`config.mk`:
```
export PLATFORM = sky130hd
export DESIGN_NAME = tcp_tx_cmd_arbiter
export DESIGN_NICKNAME = d
export VERILOG_FILES = /design/src/rtl/tcp_tx_arb_pkg.sv /design/src/rtl/tcp_tx_cmd_arbiter_rr_pick.sv /design/src/rtl/tcp_tx_cmd_arbiter.sv
export SDC_FILE = /design/constraint.sdc
export NUM_CORES = 1
export LEC_CHECK = 0
export CAP_MARGIN = 20
export CORE_AREA = 2 2 235 237
export CTS_CLUSTER_SIZE = 20
export DETAILED_ROUTE_END_ITERATION = 10
export DIE_AREA = 0 0 237 239
export PLACE_DENSITY = 0.48
export SYNTH_ARGS = -nofsm -noshare
export SYNTH_HDL_FRONTEND = slang
export SYNTH_HIERARCHICAL = 1
export SYNTH_SLANG_ARGS = --single-unit
export TNS_END_PERCENT = 5
```
`constraint.sdc`:
```
create_clock -name clk -period 11.9 [get_ports clk]
set_clock_uncertainty 0.05 [all_clocks]
set_input_delay 2.38 -clock clk [delete_from_list [all_inputs] [get_ports clk]]
set_output_delay 2.38 -clock clk [all_outputs]
set_load 0.005 [all_outputs]
```
`src/rtl/tcp_tx_arb_pkg.sv`:
```
// Shared types for the put-command arbiter in front of dma_put_data_to_net.
// Command layout, FSM states and a length helper.
package tcp_tx_arb_pkg;

  localparam int PUT_CMD_W = 112;

  typedef struct packed {
    logic [15:0] session;
    logic [31:0] length;
    logic [31:0] block;
    logic [31:0] offset;
  } put_cmd_t;

  typedef enum logic {
    ST_IDLE = 1'b0,
    ST_SEND = 1'b1
  } arb_state_t;

  function automatic logic has_payload(put_cmd_t c);
    return c.length != '0;
  endfunction

endpackage

```
`src/rtl/tcp_tx_cmd_arbiter_rr_pick.sv`:
```
// rr_pick: combinational round-robin picker.
// Searches from i_last_grant+1 with wrap; lowest distance wins.
module rr_pick #(
  parameter int N  = 4,
  parameter int IW = (N > 1) ? $clog2(N) : 1
) (
  input  logic [N-1:0]  i_req,
  input  logic [IW-1:0] i_last_grant,
  output logic          o_found,
  output logic [IW-1:0] o_index
);

  logic [IW-1:0] w_j;

  // Walk from farthest to nearest so the nearest requester wins.
  always_comb begin
    o_found = 1'b0;
    o_index = '0;
    w_j     = '0;
    for (int k = N; k >= 1; k--) begin
      w_j = IW'((int'(i_last_grant) + k) % N);
      if (i_req[w_j]) begin
        o_found = 1'b1;
        o_index = w_j;
      end
    end
  end

endmodule

```
`src/rtl/tcp_tx_cmd_arbiter.sv`:
```
// Round-robin arbiter and credit scheduler for put commands.
// Optional macro TX_ARB_STATS_EN adds grant counters and a stall count.
module tcp_tx_cmd_arbiter
  import tcp_tx_arb_pkg::*;
#(
  parameter int NUM_REQ         = 4,
  parameter int MAX_OUTSTANDING = 4
) (
  input  logic                           clk,
  input  logic                           rstn,
  input  logic [NUM_REQ-1:0]             s_cmd_valid,
  output logic [NUM_REQ-1:0]             s_cmd_ready,
  input  logic [NUM_REQ*PUT_CMD_W-1:0]   s_cmd_data,
  output logic                           m_axis_cmd_valid,
  input  logic                           m_axis_cmd_ready,
  output logic [PUT_CMD_W-1:0]           m_axis_cmd_data,
  input  logic                           cmd_done,
  input  logic                           enable,
`ifdef TX_ARB_STATS_EN
  output logic [NUM_REQ*32-1:0]          grant_cnt,
`endif
  output logic [31:0]                    status
);

  localparam int IW = (NUM_REQ > 1) ? $clog2(NUM_REQ) : 1;

  arb_state_t    r_state;
  put_cmd_t      r_data;
  logic          r_valid;
  logic [IW-1:0] r_last;
  logic [3:0]    r_out;
  logic          r_err;
  logic [31:0]   r_status;

  logic          w_found;
  logic [IW-1:0] w_idx;
  put_cmd_t      w_win;
  logic          w_credit_ok;
  logic          w_grant;
  logic          w_inc;
  logic          w_dec;
  logic          w_uf;
  logic [15:0]   w_stat_hi;

  rr_pick #(
    .N  (NUM_REQ),
    .IW (IW)
  ) u_pick (
    .i_req        (s_cmd_valid),
    .i_last_grant (r_last),
    .o_found      (w_found),
    .o_index      (w_idx)
  );

  assign w_win = put_cmd_t'(s_cmd_data[int'(w_idx)*PUT_CMD_W +: PUT_CMD_W]);
  assign w_credit_ok = r_out < 4'(MAX_OUTSTANDING);
  assign w_grant = rstn && (r_state == ST_IDLE) && w_found
                && enable && w_credit_ok;
  assign w_inc = w_grant && has_payload(w_win);
  assign w_dec = cmd_done && (r_out != 4'd0);
  assign w_uf  = cmd_done && (r_out == 4'd0);

  assign m_axis_cmd_valid = r_valid;
  assign m_axis_cmd_data  = r_data;
  assign status           = r_status;

  // Same-cycle accept strobe to the winning requester.
  always_comb begin
    s_cmd_ready = '0;
    if (w_grant) s_cmd_ready[w_idx] = 1'b1;
  end

  // Grant / send FSM; zero-length commands are consumed in IDLE.
  always_ff @(posedge clk) begin
    if (!rstn) begin
      r_state <= ST_IDLE;
      r_valid <= 1'b0;
      r_data  <= '0;
      r_last  <= IW'(NUM_REQ - 1);
    end else begin
      unique case (r_state)
        ST_IDLE: begin
          if (w_grant) begin
            r_last <= w_idx;
            r_data <= w_win;
            if (has_payload(w_win)) begin
              r_valid <= 1'b1;
              r_state <= ST_SEND;
            end
          end
        end
        ST_SEND: begin
          if (m_axis_cmd_ready) begin
            r_valid <= 1'b0;
            r_state <= ST_IDLE;
          end
        end
        default: r_state <= ST_IDLE;
      endcase
    end
  end

  // Credit counter and sticky underflow flag.
  always_ff @(posedge clk) begin
    if (!rstn) begin
      r_out <= 4'd0;
      r_err <= 1'b0;
    end else begin
      if (w_inc && !w_dec)
        r_out <= r_out + 4'd1;
      else if (!w_inc && w_dec)
        r_out <= r_out - 4'd1;
      if (w_uf) r_err <= 1'b1;
    end
  end

`ifdef TX_ARB_STATS_EN
  logic [NUM_REQ-1:0][31:0] r_gcnt;
  logic [15:0]              r_stall;
  logic                     w_stall;

  assign w_stall = (r_state == ST_IDLE) && w_found
                && enable && !w_credit_ok;
  assign grant_cnt = r_gcnt;
  assign w_stat_hi = r_stall;

  // Per-requester grant counters and credit-stall cycle count.
  always_ff @(posedge clk) begin
    if (!rstn) begin
      r_gcnt  <= '0;
      r_stall <= '0;
    end else begin
      if (w_grant) r_gcnt[w_idx] <= r_gcnt[w_idx] + 32'd1;
      if (w_stall && r_stall != 16'hFFFF)
        r_stall <= r_stall + 16'd1;
    end
  end
`else
  assign w_stat_hi = 16'd0;
`endif

  // Status snapshot, one cycle behind internal state.
  always_ff @(posedge clk) begin
    if (!rstn) begin
      r_status <= {16'd0, 6'd0, 1'b0, 1'b0,
                   4'(NUM_REQ - 1), 4'd0};
    end else begin
      r_status <= {w_stat_hi, 6'd0, (r_state != ST_IDLE),
                   r_err, 4'(r_last), r_out};
    end
  end

endmodule
```
==> flow_summary.ini <==
[routing]
dr.max_layer_used = met4
wl_met2_um = 20400
wl_per_cell_um = 19.6
vias = 7987
drt-initial-drc-count = 309
ant_nets = 0
drt-total-wl_um = 39200
wl_met3_um = 2940
viasPerCell = 3.99
drt-met1-wl_um = 15100
drcViolationCount = 0
firstDrtPassIters = 4

[synth]
syn_area_um2 = 7490
ys_types = 39
yosys_warnings = 6
ys_ff_latch = 129
seq_area_frac_synth = 0.345
avgSynthCellArea_um2 = 10.1
synth_edf_count = 0
synth_ff_type = dfxtp_1
synth_cells = 739
synthArstFlopShare = 0

[finish]
syn2layout_area_growth_pct = 92.7
layout_commonest_cell = clkdlybuf4s50_1
final_nets = 1744
drive_gt1_frac = 0.121
final_cells = 2000
final_cell_mix = 581 x clkdlybuf4s50_1, 229 x nand2_1, 129 x dfxtp_1

[grt]
grt_start_max_net_pins = 63
grt.overflow.total = 0
grt_usage = 0.137
antenna_found_initial = 3
grt_pass1_wl_um = 56200
first_global_vias = 8410

[clock_tree]
cts_buffers = 17
cts-root-buf = clkbuf_16
cts.htree.levels = 4
clkTransAtPathRegs_ps = 60
cts.hold.buffers_added = 0
cts_resized = 0
clock-sinks = 129
cts_tree = yes
cts_setup_buffers = 0
clock_latency_ps = 460
cts_max_path_buffers = 2

[timing]
rsz0062_at_grt = false
fmax_ghz = 0.129
setup_viol = 0
slew_headroom = 0.367
final_hold_viol_count = 0
finalCriticalPeriod_ps = 7760
fin_setup_tns_ps = 0
worst_slew_pin_slew_ps = 949
min_period_over_period = 0.652
drv_slew = 0

[die]
rows = 86
ios = 606
die_y_um = 239
coreArea_um2 = 54300
die_w_um = 237
dieArea_um2 = 56600
initial_core_util = 0.138

[min_path]
hp-class = reg2reg

[power_and_ir_drop]
power_uw = 1890
p_per_area_nw_per_um2 = 131
p_leak_uw = 0.00485
peakVddDrop_mv = 0.114

[place]
io_buffers = 581
place_inst = 1968
gp_congestion = 0.832
hpwl_um = 31400

[outcome]
outcome = complete, no violations

[flow_run]
drv_cap = 0

[worst_setup_path]
crit_path_start_kind = primary input
critical_path_arrival_ps = 5330
critPathMaxFanout = 48
end_kind = primary output
required_ps = 9470
critPathKind = in2out
## final timing paths
path	start	slack [ps]	depth (start not counted)	end
worst max-delay path	s_cmd_valid[3]	4140	8	s_cmd_ready[1]
worst min-delay path	m_axis_cmd_data[38]	400	2	m_axis_cmd_data[38]
worst max register to register	r_last[1]	6470	17	r_out[3]
worst min register to register	m_axis_cmd_data[38]	400	2	m_axis_cmd_data[38]
## critical path, cell delays in order
cell and delay (ps):
clkdlybuf4s50_1 520, and2b_1 180, a21oi_2 50, o221ai_4 610, buf_4 810, nand2_1 100
nor2_1 120, clkdlybuf4s50_1 510
## logic make-up after synthesis
logic type,count (synthesis),synth area share
other,1,0.000500
multiplexers,116,0.342
adder cells (fa/ha/maj),4,0.00768
flip-flops,129,0.345
XOR/XNOR,3,0.00351
AND/OR/NAND/NOR,268,0.146
buffers and inverters,93,0.0696
AO/OA/AOI/OAI,125,0.0863
## per-stage QoR
stage	setup slack (ps)	utilization	cell area (um2)	hold WS, ps
2_1_floorplan	5840	-	7580	379
3_3_place_gp	3950	0.255	13900	392
3_5_place_dp	3870	0.255	13900	395
4_1_cts	3980	0.266	14400	404
5_1_grt	3820	0.266	14400	422
6_report	4140	0.266	14400	402
## Yosys cell counts (2+ instances only)
library cell / count / share of area
dfxtp_1: 129 / 0.34
mux4_2: 112 / 0.34
mux2i_1: 2 / 0.0027
buf_2: 9 / 0.0060
ha_1: 3 / 0.0050
inv_1: 4 / 0.0020
buf_6: 2 / 0.0030
clkbuf_1: 38 / 0.019
or3_1: 2 / 0.0017
a21oi_1: 118 / 0.079
nand4_1: 2 / 0.0017
buf_1: 2 / 0.0010
buf_4: 36 / 0.036
nor2_1: 8 / 0.0040
nand2_1: 229 / 0.11
xnor2_1: 2 / 0.0023
nand2b_1: 6 / 0.0050
and2_1: 5 / 0.0042
nor4_1: 8 / 0.0067
nor3_1: 2 / 0.0013
mux2_1: 2 / 0.0030
## layout make-up
cell class | count | area, um2
Sequential cell | 129 | 2580
Antenna cell | 3 | 7.51
Clock inverter | 10 | 115
Fill cell | 5735 | 39900
Timing Repair Buffer | 590 | 5880
Clock buffer | 19 | 443
Tap cell | 704 | 881
Inverter | 5 | 21.3
Multi-Input combinational cell | 540 | 4510
## sequential cells by signal (all words and copies together), names as in the netlist
register          cells
m_axis_cmd_data     112
status                8
r_out                 4
r_last                2
m_axis_cmd_valid      1
r_err                 1
r_state               1
## metal layers
metal,global-route usage,vias up
met3,0.0453,41
met5,0,-
met2,0.243,355
met4,0.0554,0
met1,0.151,3865
li1,-,3726
## where the power goes
part           internal [uW]  switching, uW  leakage (uW)  total (uW)
Clock                    308            218      0.000267         526
Sequential               496           39.2       0.00105         536
Combinational            482            350       0.00353         831
Total                   1290            607       0.00485        1890
Power figures use the tool's default switching activity.
